[src/rtl/pio_pkg.sv]
// Shared constants for the switch/button PIO.
//   Register word addresses and the EDGE_MODE encodings.
//   A small bus command struct that the top decodes once per cycle.
package pio_pkg;

  localparam logic [1:0] PIO_ADDR_DATA    = 2'd0;
  localparam logic [1:0] PIO_ADDR_RSVD    = 2'd1;
  localparam logic [1:0] PIO_ADDR_IRQMASK = 2'd2;
  localparam logic [1:0] PIO_ADDR_EDGECAP = 2'd3;

  localparam int EDGE_RISE = 0;
  localparam int EDGE_FALL = 1;
  localparam int EDGE_ANY  = 2;

  // Decoded bus write request for one cycle
  typedef struct packed {
    logic       wr;
    logic [1:0] addr;
  } pio_cmd_t;

endpackage

[src/rtl/pio_debounce_bit.sv]
// One input lane: synchroniser chain, debounce counter and the
// debounced (stable) flop.
// Ports:
//   clk, reset_n : clock, async active-low reset
//   din          : raw asynchronous input bit
//   stable       : debounced value, changes only after DEBOUNCE_CYCLES
//                  consecutive synchronised samples differ from it
module pio_debounce_bit #(
  parameter int SYNC_STAGES     = 2,
  parameter int DEBOUNCE_CYCLES = 50000
) (
  input  logic clk,
  input  logic reset_n,
  input  logic din,
  output logic stable
);

  localparam int CNT_W = $clog2(DEBOUNCE_CYCLES + 1);
  localparam logic [CNT_W-1:0] CNT_LAST = CNT_W'(DEBOUNCE_CYCLES - 1);

  logic [SYNC_STAGES-1:0] sync_q;
  logic                   sync;
  logic [CNT_W-1:0]       cnt;

  assign sync = sync_q[SYNC_STAGES-1];

  always_ff @(posedge clk or negedge reset_n) begin
    if (!reset_n) begin
      sync_q <= '0;
      cnt    <= '0;
      stable <= 1'b0;
    end else begin
      sync_q <= {sync_q[SYNC_STAGES-2:0], din};
      // Any sample equal to the stable value restarts the count, so only
      // an unbroken run of differing samples is accepted.
      if (sync == stable) begin
        cnt <= '0;
      end else if (cnt == CNT_LAST) begin
        stable <= sync;
        cnt    <= '0;
      end else begin
        cnt <= cnt + CNT_W'(1);
      end
    end
  end

endmodule

[src/rtl/pio_sw_edge_irq.sv]
// Input PIO for switches/buttons on Avalon-MM with per-bit debounce,
// sticky edge capture and a maskable level interrupt.
// Registers: 0 data (debounced, RO), 1 reserved (reads 0),
//            2 irqmask (RW), 3 edgecapture (write-1-to-clear).
// Ports:
//   clk, reset_n         : clock, async active-low reset
//   address, chipselect,
//   write_n, writedata   : Avalon-MM slave write/select
//   readdata             : registered read data, 1-cycle latency
//   in_port              : raw asynchronous inputs
//   irq                  : registered level interrupt
module pio_sw_edge_irq
  import pio_pkg::*;
#(
  parameter int WIDTH           = 10,
  parameter int SYNC_STAGES     = 2,
  parameter int DEBOUNCE_CYCLES = 50000,
  parameter int EDGE_MODE       = EDGE_RISE
) (
  input  logic             clk,
  input  logic             reset_n,
  input  logic [1:0]       address,
  input  logic             chipselect,
  input  logic             write_n,
  input  logic [WIDTH-1:0] writedata,
  output logic [WIDTH-1:0] readdata,
  input  logic [WIDTH-1:0] in_port,
  output logic             irq
);

  logic [WIDTH-1:0] stable, stable_d;
  logic [WIDTH-1:0] rise, fall, edge_v;
  logic [WIDTH-1:0] irqmask, edgecap;
  logic [WIDTH-1:0] clr_mask, rd_mux;
  pio_cmd_t         cmd;

  for (genvar i = 0; i < WIDTH; i++) begin : g_lane
    pio_debounce_bit #(
      .SYNC_STAGES    (SYNC_STAGES),
      .DEBOUNCE_CYCLES(DEBOUNCE_CYCLES)
    ) u_db (
      .clk    (clk),
      .reset_n(reset_n),
      .din    (in_port[i]),
      .stable (stable[i])
    );
  end

  assign cmd.wr   = chipselect & ~write_n;
  assign cmd.addr = address;

  // stable_d resets to 0, so an input held high through reset shows up
  // as a rising edge once it is debounced.
  assign rise   = stable & ~stable_d;
  assign fall   = ~stable & stable_d;
  assign edge_v = (EDGE_MODE == EDGE_RISE) ? rise :
                  (EDGE_MODE == EDGE_FALL) ? fall : (rise | fall);

  assign clr_mask = (cmd.wr && cmd.addr == PIO_ADDR_EDGECAP) ? writedata : '0;

  always_comb begin
    rd_mux = '0;
    case (address)
      PIO_ADDR_DATA:    rd_mux = stable;
      PIO_ADDR_RSVD:    rd_mux = '0;
      PIO_ADDR_IRQMASK: rd_mux = irqmask;
      PIO_ADDR_EDGECAP: rd_mux = edgecap;
      default:          rd_mux = '0;
    endcase
  end

  always_ff @(posedge clk or negedge reset_n) begin
    if (!reset_n) begin
      stable_d <= '0;
      irqmask  <= '0;
      edgecap  <= '0;
      readdata <= '0;
      irq      <= 1'b0;
    end else begin
      stable_d <= stable;
      if (cmd.wr && cmd.addr == PIO_ADDR_IRQMASK)
        irqmask <= writedata;
      // OR-ing the new edge in after the clear lets a same-cycle edge win
      edgecap  <= (edgecap & ~clr_mask) | edge_v;
      readdata <= rd_mux;
      irq      <= |(edgecap & irqmask);
    end
  end

endmodule

[config.mk]
export PLATFORM = sky130hd
export DESIGN_NAME = pio_sw_edge_irq
export DESIGN_NICKNAME = d
export VERILOG_FILES = /design/src/rtl/pio_pkg.sv /design/src/rtl/pio_debounce_bit.sv /design/src/rtl/pio_sw_edge_irq.sv
export SDC_FILE = /design/constraint.sdc
export NUM_CORES = 1
export LEC_CHECK = 0
export ABC_AREA = 1
export CORE_UTILIZATION = 50
export CTS_BUF_LIST = sky130_fd_sc_hd__clkbuf_8
export DETAILED_ROUTE_END_ITERATION = 8
export PLACE_DENSITY_LB_ADDON = 0.05
export SKIP_LAST_GASP = 1
export SLEW_MARGIN = 20
export SYNTH_ARGS = -nofsm -noshare
export SYNTH_HDL_FRONTEND = slang
export SYNTH_SLANG_ARGS = --single-unit
[constraint.sdc]
create_clock -name clk -period 1.49 [get_ports clk]
set_clock_uncertainty 0.05 [all_clocks]
set_input_delay 0.447 -clock clk [delete_from_list [all_inputs] [get_ports clk]]
set_output_delay 0.447 -clock clk [all_outputs]
set_load 0.03 [all_outputs]
==> results of run 1 <==
## cells in the final DEF (no fill, tap or decap), drive strengths merged, types with 5 or more instances in the layout
master	netlist	final
clkdlybuf4s50	0	24
clkbuf	0	49
nor2	340	340
ha	10	10
nor3	35	35
o221ai	6	6
a21oi	27	27
nor3b	5	5
buf	3	94
inv	207	221
nand4	32	32
a31oi	15	15
clkinv	1	5
o21ai	42	42
dfrtp	231	231
nand3	110	110
xor2	42	42
xnor2	29	29
nand2	311	311
## power by group
part           internal, W  switching [W]  total (W)
clock              0.00333        0.00258    0.00591
sequential         0.00651       0.000177    0.00669
combinational     0.000468       0.000611    0.00108
total               0.0103        0.00337     0.0137
## flip-flops by register name, summed over array words and instances, names as in the netlist
name / count
irqmask: 10
g_lane.u_db.sync_q: 20
g_lane.u_db.stable: 10
readdata: 10
irq: 1
stable_d: 10
edgecap: 10
g_lane.u_db.cnt: 160
## final timing paths
check	slack, ps	to
min reg2reg	300	g_lane[8].u_db.sync_q[1]
min in group clk	290	g_lane[3].u_db.sync_q[0]
max in group asynchronous	480	g_lane[6].u_db.cnt[1]
min	290	readdata[9]
max reg2reg	80	g_lane[8].u_db.cnt[8]
max	-140	readdata[3]
## cells by family after synthesis
group / share of synthesized area [%]
AND/OR/NAND/NOR: 30.7
flip-flops: 50.3
buffers and inverters: 7.13
AO/OA/AOI/OAI: 4.91
XOR/XNOR: 5.93
adder cells (fa/ha/maj): 1.09
## per-stage QoR
step                      util (%)  cell area [um2]  worst slack, ps  total power (W)  setup TNS, ps
after global routing          61.9            14000             -189           0.0143          -1770
final                         61.9            14000             -140           0.0137           -961
after detailed placement      57.1            12900             -408          0.00784         -10690
after floorplan                  -            11500              156          0.00725              0
after global placement        57.1            12900             -373          0.00783         -10010
after CTS                     61.0            13800             -195           0.0139          -1490
## metal layers
metal  vias to the layer above  global-route usage, %  wire (um)
met5                         -                      0          0
met4                         0                   6.76        508
met3                        45                   3.95       1010
met2                       139                   35.0      11200
met1                      4378                   30.9      12200
li1                       4881                      -          -
## cell type report
cell class                 instances  share of cell area [%]
clock buffer                      49                    4.83
clock inverter                    21                    1.07
inverter                         208                    5.62
multi-input combinational       1010                    36.4
sequential                       231                    41.4
tap                              285                    2.55
timing repair buffer             119                    8.11
## what timing repair did
| action | in CTS | in global routing |
|---|---|---|
| endpoints found under the setup margin | 16 | 108 |
| resized for setup | 13 | 48 |
| buffers inserted | 0 | 2 |
| gates cloned | 0 | 0 |
| endpoints found under the hold margin | 110 | 0 |
| hold buffers | 1 | 0 |
| pin swaps | 0 | 9 |
==> results.yml, run 1 <==
cts:
  cts_buffers: 41
  cts.sinks: 231
  clockBufferDepth: 3
  clock_latency_ps: 540
  cts_tree: "yes"
  clockRootBuffer: "clkbuf_8"
  clk_pin_slew_ps: 60
  h-tree-depth: 2
logic_synthesis:
  syn_area_per_cell_um2: 7.92
  syn_area_um2: 11500
  synth_area_leaders: "dfrtp_1 (50%), nor2_1 (11%), nand2_1 (9.9%)"
  synth_ff_type: "dfrtp_1"
  async_flop_share_pct: 100
  synth-edff-count: 0
  synth_nets: 1488
  synth_common_cells: "nor2_1 (327), nand2_1 (302), dfrtp_1 (231), inv_1 (198), nand3_1 (106)"
  synth_cell_types: 28
  synth.top_cell.area_share_pct: 50.3
  yosysWarningCount: 0
  synth_top_area_cell: "dfrtp_1"
  ys_seq_area_share_pct: 50.3
  synth-seq-cells: 231
  syn-instance-count: 1452
  yosysMostFrequentCell: "nor2_1"
power:
  peakVddDrop_uv: 622
  leakagePower_nw: 6.71
  power_density_nw_per_um2: 979
sta:
  setup_ws_ps: -140
  setup_viol: 11
  whs_ps: 286
  max_freq_ghz: 0.613
  finalCritPeriodShare_pct: 109
  finalHoldViolCount: 0
  slew_violations: 0
  rsz0062_at_grt: "yes"
  slew_headroom_pct: 55.7
  worst_slew_pin_slew_ps: 662
  period_needed_ps: 1630
cells_and_area:
  final_net_count: 1647
  drive_gt1_share_pct: 15.1
  seqCellArea_um2: 5780
  area_growth_pct: 21.5
  diodes: 0
  stdcell_count: 1923
  multiInputGateArea_um2: 5090
  fill_cells: 2061
hold_path:
  hp-class: "primary input to asynchronous set/reset pin"
drt:
  ant_nets: 0
  wire_per_inst_um: 12.9
  first_iter_violations: 418
  drt-total-wl_mm: 24.8
  firstDrtPassIters: 5
  via_count: 9443
  post-route-drc-count: 0
  via_per_inst: 4.91
floorplanning:
  pin_count: 37
  fp.dieW_um: 154
  rows: 55
  start_util_pct: 50.9
  core-area_um2: 22600
  die-area_um2: 23600
  dieHeight_um: 154
setup_path:
  slowest_delay_ps: 450
  crit_fanout: 1
  crit_path_end_kind: "output port"
  cp-startpoint: "readdata[3]"
  cp-start-kind: "flip-flop"
  crit_required_ps: 990
  critPathSlowestCell: "dfrtp_2"
  crit_type: "flip-flop to output port"
  crit_cells: 1
  rr_startpoint: "g_lane[8].u_db.cnt[1]"
  r2r_cells: 6
  cp_cell_sequence: "buf_12"
  cp.arrival_ps: 1130
  path_delay_family: "flip-flops"
  worst-path-buf-inv: 1
place:
  dpl.cell_count: 1850
  numPortBuffers: 36
  place_congestion: 0.870
  dp_hpwl_mm: 18.2
job:
  maxCapViolCount: 0
run_status:
  status: "finished with violations"
  failed_checks: "setup timing"
global_route:
  grt_pass1_wl_mm: 42.9
  antenna_found_initial: 0
  grt_max_degree: 57
  grt_overflow_total: 0
  track_usage_pct: 22.1
  first_global_vias: 9270
Power figures use the tool's default switching activity.
==> inputs of run 2 (changes only) <==
--- a/config.mk
+++ b/config.mk
@@ -9,6 +9,7 @@
 export CORE_UTILIZATION = 50
 export CTS_BUF_LIST = sky130_fd_sc_hd__clkbuf_8
 export DETAILED_ROUTE_END_ITERATION = 8
+export GPL_ROUTABILITY_DRIVEN = 1
 export PLACE_DENSITY_LB_ADDON = 0.05
 export SKIP_LAST_GASP = 1
 export SLEW_MARGIN = 20
==> results of run 2 <==
Same layout as run 1: the final DEF is identical, and so are final timing and power.
==> inputs of run 3 (changes only) <==
--- a/config.mk
+++ b/config.mk
@@ -12,7 +12,6 @@
 export GPL_ROUTABILITY_DRIVEN = 1
 export PLACE_DENSITY_LB_ADDON = 0.05
 export SKIP_LAST_GASP = 1
-export SLEW_MARGIN = 20
 export SYNTH_ARGS = -nofsm -noshare
 export SYNTH_HDL_FRONTEND = slang
 export SYNTH_SLANG_ARGS = --single-unit
==> results of run 3 <==
Same layout as run 1: the final DEF is identical, and so are final timing and power.
